File: config.mk
export PLATFORM = sky130hd
export DESIGN_NAME = bypass_regfile
export DESIGN_NICKNAME = d
export VERILOG_FILES = /design/src/rtl/bypass_regfile.sv
export SDC_FILE = /design/constraint.sdc
export NUM_CORES = 1
export LEC_CHECK = 0
export CAP_MARGIN = 20
export CORE_MARGIN = 1
export CORE_UTILIZATION = 45
export CTS_BUF_LIST = sky130_fd_sc_hd__clkbuf_4
export DETAILED_ROUTE_END_ITERATION = 7
export GPL_TIMING_DRIVEN = 0
export PLACE_DENSITY = 0.7
export SYNTH_ARGS = -nofsm -noshare
export SYNTH_HDL_FRONTEND = slang
export SYNTH_SLANG_ARGS = --single-unit
export TNS_END_PERCENT = 100
File: constraint.sdc
create_clock -name clk -period 28.7 [get_ports clk]
set_input_delay 4.305 -clock clk [delete_from_list [all_inputs] [get_ports clk]]
set_output_delay 4.305 -clock clk [all_outputs]
set_load 0.005 [all_outputs]
File: src/rtl/bypass_regfile.sv
// Register file with a DEPTH-stage in-flight delay line and youngest-first
// forwarding onto two combinational read ports.
module bypass_regfile #(
    parameter int unsigned WIDTH    = 16,
    parameter int unsigned ADDR     = 4,
    parameter int unsigned DEPTH    = 3,
    parameter int unsigned ZERO_REG = 0
) (
    input  logic             clk,
    input  logic             rst,
    input  logic             wr_valid,
    input  logic [ADDR-1:0]  wr_index,
    input  logic [WIDTH-1:0] wr_value,
    input  logic [ADDR-1:0]  rd0_index,
    input  logic [ADDR-1:0]  rd1_index,
    output logic [WIDTH-1:0] rd0_value,
    output logic [WIDTH-1:0] rd1_value,
    output logic             rd0_hit,
    output logic             rd1_hit,
    output logic             commit_valid,
    output logic             busy
);

    localparam int unsigned NREG  = 2 ** ADDR;
    localparam int unsigned NPORT = 2;

    logic             sValid [DEPTH];
    logic [ADDR-1:0]  sIndex [DEPTH];
    logic [WIDTH-1:0] sValue [DEPTH];
    logic [WIDTH-1:0] rf     [NREG];

    logic             wrValidEff;
    logic [ADDR-1:0]  rdIndex [NPORT];
    logic [WIDTH-1:0] rdValue [NPORT];
    logic             rdHit   [NPORT];

    // Writes to the hardwired zero register are dropped before they can forward.
    assign wrValidEff = wr_valid && !((ZERO_REG != 0) && (wr_index == '0));

    // In-flight delay line; advances every cycle.
    always_ff @(posedge clk or posedge rst) begin
        if (rst) begin
            for (int k = 0; k < int'(DEPTH); k++) begin
                sValid[k] <= 1'b0;
                sIndex[k] <= '0;
                sValue[k] <= '0;
            end
        end else begin
            sValid[0] <= wrValidEff;
            sIndex[0] <= wr_index;
            sValue[0] <= wr_value;
            for (int k = 1; k < int'(DEPTH); k++) begin
                sValid[k] <= sValid[k-1];
                sIndex[k] <= sIndex[k-1];
                sValue[k] <= sValue[k-1];
            end
        end
    end

    // Commit from the last stage.
    always_ff @(posedge clk or posedge rst) begin
        if (rst) begin
            for (int r = 0; r < int'(NREG); r++) begin
                rf[r] <= '0;
            end
        end else if (sValid[DEPTH-1]) begin
            rf[sIndex[DEPTH-1]] <= sValue[DEPTH-1];
        end
    end

    assign rdIndex[0] = rd0_index;
    assign rdIndex[1] = rd1_index;

    // Oldest source is applied first so younger matches overwrite it.
    always_comb begin
        for (int p = 0; p < int'(NPORT); p++) begin
            rdValue[p] = rf[rdIndex[p]];
            rdHit[p]   = 1'b0;
            for (int k = int'(DEPTH) - 1; k >= 0; k--) begin
                if (sValid[k] && (sIndex[k] == rdIndex[p])) begin
                    rdValue[p] = sValue[k];
                    rdHit[p]   = 1'b1;
                end
            end
            if (wrValidEff && (wr_index == rdIndex[p])) begin
                rdValue[p] = wr_value;
                rdHit[p]   = 1'b1;
            end
            if (rst || ((ZERO_REG != 0) && (rdIndex[p] == '0))) begin
                rdValue[p] = '0;
                rdHit[p]   = 1'b0;
            end
        end
    end

    assign rd0_value = rdValue[0];
    assign rd1_value = rdValue[1];
    assign rd0_hit   = rdHit[0];
    assign rd1_hit   = rdHit[1];

    always_comb begin
        busy = 1'b0;
        for (int k = 0; k < int'(DEPTH); k++) begin
            busy = busy | sValid[k];
        end
        busy = busy & !rst;
    end

    assign commit_valid = sValid[DEPTH-1] & !rst;

endmodule

==> run metrics, run 1 <==
fin nets=1438; Most common cell on crit path=buf_2; # IOs=67; Syn Std Cell Area=16840 um2; synth unique cells=50; # clock sinks=319; Gate power share=0.242; R2R setup slack=25.68 ns; fin util=0.5215; status=finished, final reports clean; fin crit share=0.4345; setup bufs post-CTS=0; Buffers on Ports=58; Critical Path Fanout Max=10; final setup violation count=0; pin slew with the least headroom to its limit=roughly 1.2 ns; Slowest-stage cell, CP=nor4_1; Pwr Density=around 68 nW/um2; fillers=3093; worst skew pair latency=0.77 ns; Longest Clk Path Bufs=3; critical path arrival=8.16 ns; final-report max-slew violation count=0; first-pass GRT wire length=79800 um; clock root buffer=clkbuf_4; worst hold path class=flip-flop to flip-flop; Placed Cells=around 1800; Design Power=1.304 mW; Buf+Inv Stages, Crit Path=4; Crit path required time=24.40 ns; asr flop ratio synth=1.000; gr usage total=0.2857; first drt pass iteration count=8; routed via count=12290; cells after synthesis=~1300; number of flops mapped to enable cells by yosys=0; fin cells=between 1500 and 2000; core area=36700 um2; commonest non-fill, non-tap cell in the layout=dfrtp_1; largest net degree at the start of global routing=110; Mapped Nets=1290; Worst-path clk slew=about 0.070 ns; final setup margin=between 15 and 20 ns; Hold Buf Count CTS=0; TritonCTS clock tree=done; final design instance area without fill=19140 um2; cts repair resizes=0; DRT Wirelength=52740 um; startpoint types=primary input; initial antenna violation count=2; Crit path largest cell delay=0.93 ns; Switching Fraction=0.2985; family with the most delay on the worst path=buffers and inverters; clock power share=0.299; P&R area growth vs syn=13.67%; Yosys reg bits=about 320; Ys Warns=0; Initial DRC Count=1275; Hold Slack=between 0.4 and 0.5 ns; setup TNS=0 ns; layout cells sized above 1=0.3646; H-tree Lvls=3; clock period minus worst slack=12.47 ns; switching pwr=0.3891 mW; Max-cap violations=0; FMAX=0.08019 GHz; Flop pwr share=0.460; pre-CTS WS=about 16 ns; Die Area=~38000 um2; P_int=approximately 0.9 mW; Die W=195.4 um; Max IR drop VDD=26.84 uV; Crit Path Category=primary input to output port; clk_skew=0.05609 ns; commonest non-fill, non-tap cells in the layout=319 x dfrtp_1, 178 x mux2_2, 148 x mux4_2, 127 x nand2_1, 116 x clkbuf_4; grt ovf=0; DP Area=18120 um2; Worst setup EP type=output port; Post-DRT Antenna Nets=0; Rows=70; post-DR wirelength/cell=27.30 um; Mean Syn Cell Area=around 13 um2; routability cong.=approximately 1; ys flop type=dfrtp_1; static leakage=7.856 nW; RSZ-0062 raised after global routing=no; CTS Buf Count=83; Final Hold Fails=0; Die H=195.4 um; crit path cell chain=buf_2, xnor2_1, nand2_1, nor4_1, buf_2, clkbuf_1, a21oi_1, o221a_2, o21ai_0, clkdlybuf4s50_1; Post-DP HPWL=36640 um; Seq/Total Area, Yosys=0.4741; vias in the first global route=12510; DRC viols=0; Initial Utilization=0.4588; Via density=around 6.4; Rel. slew slack=0.1727
-- synthesized netlist by cell type (17+ instances only) --
library cell  number  share of area
inv_1             27         0.0060
clkbuf_1          69          0.015
nor2_1            38         0.0085
mux2_2           178           0.12
nand2_1          127          0.028
o22ai_1           17         0.0063
mux2i_1           30          0.018
mux4_2           148           0.20
o21ai_0          105          0.031
dfrtp_1          319           0.47
buf_2             31         0.0092
xor2_1            22          0.011
-- metal layers --
layer  part of all wire  global-route usage  vias to the layer above
met5            0.00021                   0                        -
met4              0.033              0.1076                        2
met3               0.11             0.07392                      111
met2               0.46              0.4417                      724
met1               0.40              0.3889                     6373
li1                   -                   -                     5076
-- registers in the layout, indices dropped and copies added, names as in the netlist --
signal / cells
rf: 256
sValue: 48
sIndex: 12
sValid: 3
-- kinds of logic after synthesis --
kind of cell    count (synthesis)  synth area share
compound gates                186           0.07231
flops                         319            0.4741
xor+xnor                       32           0.01709
buf+inv                       141           0.03902
mux                           358            0.3380
simple gates                  223           0.05945
-- cell type report --
type,instances,area [um2],share of cell area
Multi-Input combinational cell,799,8217,0.4293
Clock inverter,24,135.1,0.007061
Sequential cell,319,7983,0.4171
Antenna cell,2,5.005,0.0002615
Clock buffer,116,870.8,0.04550
Tap cell,468,585.6,0.03060
Inverter,28,112.6,0.005884
Timing Repair Buffer,63,678.2,0.03543
Buffer,113,551.8,0.02883
-- worst paths after layout --
| kind | cells past startpoint | end | start |
|---|---|---|---|
| max reg2reg | 6 | rf[100] | sValid[0] |
| min in group asynchronous | 3 | sValue[26] | rst |
| min reg2reg | 0 | sValue[15] | sValue[31] |
| max | 10 | rd1_value[9] | rd1_index[2] |
| min | 0 | sValue[15] | sValue[31] |
| max in group asynchronous | 6 | rf[38] | rst |
-- power by group through the flow --
stage,clock (mW),sequential (mW),combinational [mW]
global route,0.416,0.610,0.336
global placement,0,0.598,0.303
finish,0.389,0.599,0.315
floorplan,0,0.584,0.228
CTS,0.393,0.596,0.313
detailed placement,0,0.604,0.312
(Power assumes the default switching activity.)
==> inputs of run 2 (changes only) <==
Settings changed: PLACE_DENSITY 0.7 to 0.72.
Clock period 28.7 ns to 11.1 ns, I/O delays scaled along.
==> run metrics, run 2 (synthesis gave the netlist of run 1 again) <==
status=finished, final reports clean; routed via count=roughly 12000; Max IR drop VDD=~60 uV; Worst-path clk slew=~0.07 ns; Longest Clk Path Bufs=3; biggest regs=rf: 256 flops, sValue: 48 flops, sIndex: 12 flops; grt ovf=0; Crit Path Category=primary input to output port; H-tree Lvls=3; worst hold path class=flip-flop to flip-flop; DRC viols=0; Initial DRC Count=1410; # clock sinks=319; final-report max-slew violation count=0; RR Endpoint=rf[149]; R2R cell count=5; Hold Buf Count CTS=0; max reg flops=256; # IOs=67; Rows=70; setup bufs post-CTS=0; clock root buffer=clkbuf_4; final setup violation count=0; crit path to=rd1_value[11]; critical path startpoint=rd1_index[1]; Post-DP HPWL=36770 um; CTS Buf Count=just over 80; Critical Path Fanout Max=10; post-DR wirelength/cell=27.49 um; TritonCTS clock tree=done; vias in the first global route=12650; P&R area growth vs syn=13.61%; Crit path required time=9.44 ns; static leakage=~7.9 nW; R2R setup slack=~8 ns; clock period minus worst slack=6.823 ns; Worst setup EP type=output port; first-pass GRT wire length=around 80000 um; commonest non-fill, non-tap cells in the layout=319 x dfrtp_1, 178 x mux2_2, 148 x mux4_2, 127 x nand2_1, 120 x clkbuf_4; layout cells sized above 1=0.3656; Pwr Density=177.7 nW/um2; Die Area=38190 um2; startpoint types=primary input; setup TNS=0 ns; Max-cap violations=0; worst skew pair latency=0.76 ns; fin crit share=0.6147; Via density=6.433; routability cong.=roughly 0.94; fin cells=between 1500 and 2000; core area=36700 um2; DRT Wirelength=around 53000 um; pin slew with the least headroom to its limit=approximately 1.1 ns; gr usage total=0.2865; commonest non-fill, non-tap cell in the layout=dfrtp_1; Final Hold Fails=0; reg-to-reg startpoint=sIndex[0]; clk_skew=0.05136 ns; most flop-heavy register=rf; Rel. slew slack=0.2537; Buffers on Ports=58; FMAX=around 0.15 GHz; critical path arrival=5.16 ns; largest net degree at the start of global routing=131; RSZ-0062 raised after global routing=no; cts repair resizes=0; initial antenna violation count=2; Die W=195.4 um; Initial Utilization=0.4588; Placed Cells=1789; fin nets=1437; Post-DRT Antenna Nets=0; first drt pass iteration count=6; fin util=0.5212; Die H=approximately 200 um
-- run 2: changes by cell type in the layout (fill, tap and decap cells not counted), sizes merged --
cell      change
clkinv        -6
clkinvlp      -4
diode         +2
buf           -1
clkbuf        +4
bufinv        +1
inv           +2
-- run 2: worst max-delay path, cell delays in order --
cell and delay (ns):
buf_2 0.16, buf_2 0.32, buf_2 0.49, xor2_1 0.23, nor3_1 0.09, a31oi_1 0.37
clkbuf_1 0.52, o21ai_0 0.41, o21ai_0 0.33, clkdlybuf4s50_1 0.55
-- run 2: worst min-delay path by stage --
stage,startpoint,to,cells past startpoint
after floorplan,sValue[31],sValue[15],0
after global placement,sValue[31],sValue[15],0
after detailed placement,sValue[47],sValue[31],0
after CTS,sValue[31],sValue[15],0
after global routing,sValue[31],sValue[15],0
final,sValue[31],sValue[15],0
-- run 2: power breakdown --
part	switching (mW)	internal, mW
combinational	0.336	0.475
clock	0.495	0.537
sequential	0.170	1.38
total	1.00	2.40
-- run 2: cell type report --
type / count / area [um2]
well taps: 468 / 585.6
diodes: 4 / 10.01
clock buffers: 120 / 900.9
inverters: 28 / 112.6
multi-input cells: 799 / 8217
clock inverters: 17 / 117.6
plain buffers: 113 / 551.8
repair buffers: 62 / 650.6
fillers: 3045 / 17570
flip-flops and latches: 319 / 7983
-- run 2: per-stage QoR --
| stage | hold slack (ns) | setup WS [ns] | instance area [um2] | power [mW] |
|---|---|---|---|---|
| 6_report | 0.3941 | 4.277 | 19130 | 3.399 |
| 3_3_place_gp | 0.3631 | -3.830 | 18000 | 2.324 |
| 3_5_place_dp | 0.3824 | 4.329 | 18100 | 2.369 |
| 2_1_floorplan | 0.3537 | 0.3731 | 16840 | 2.100 |
| 5_1_grt | 0.4013 | 4.105 | 19130 | 3.547 |
| 4_1_cts | 0.3967 | 4.319 | 19120 | 3.392 |
-- run 2: metal layers --
layer / part of all wire / track usage / up-vias
li1: - / - / 5075
met1: 0.39 / 0.3774 / 6364
met2: 0.46 / 0.4398 / 807
met3: 0.11 / 0.08359 / 170
met4: 0.043 / 0.1301 / 0
met5: 0 / 0 / -
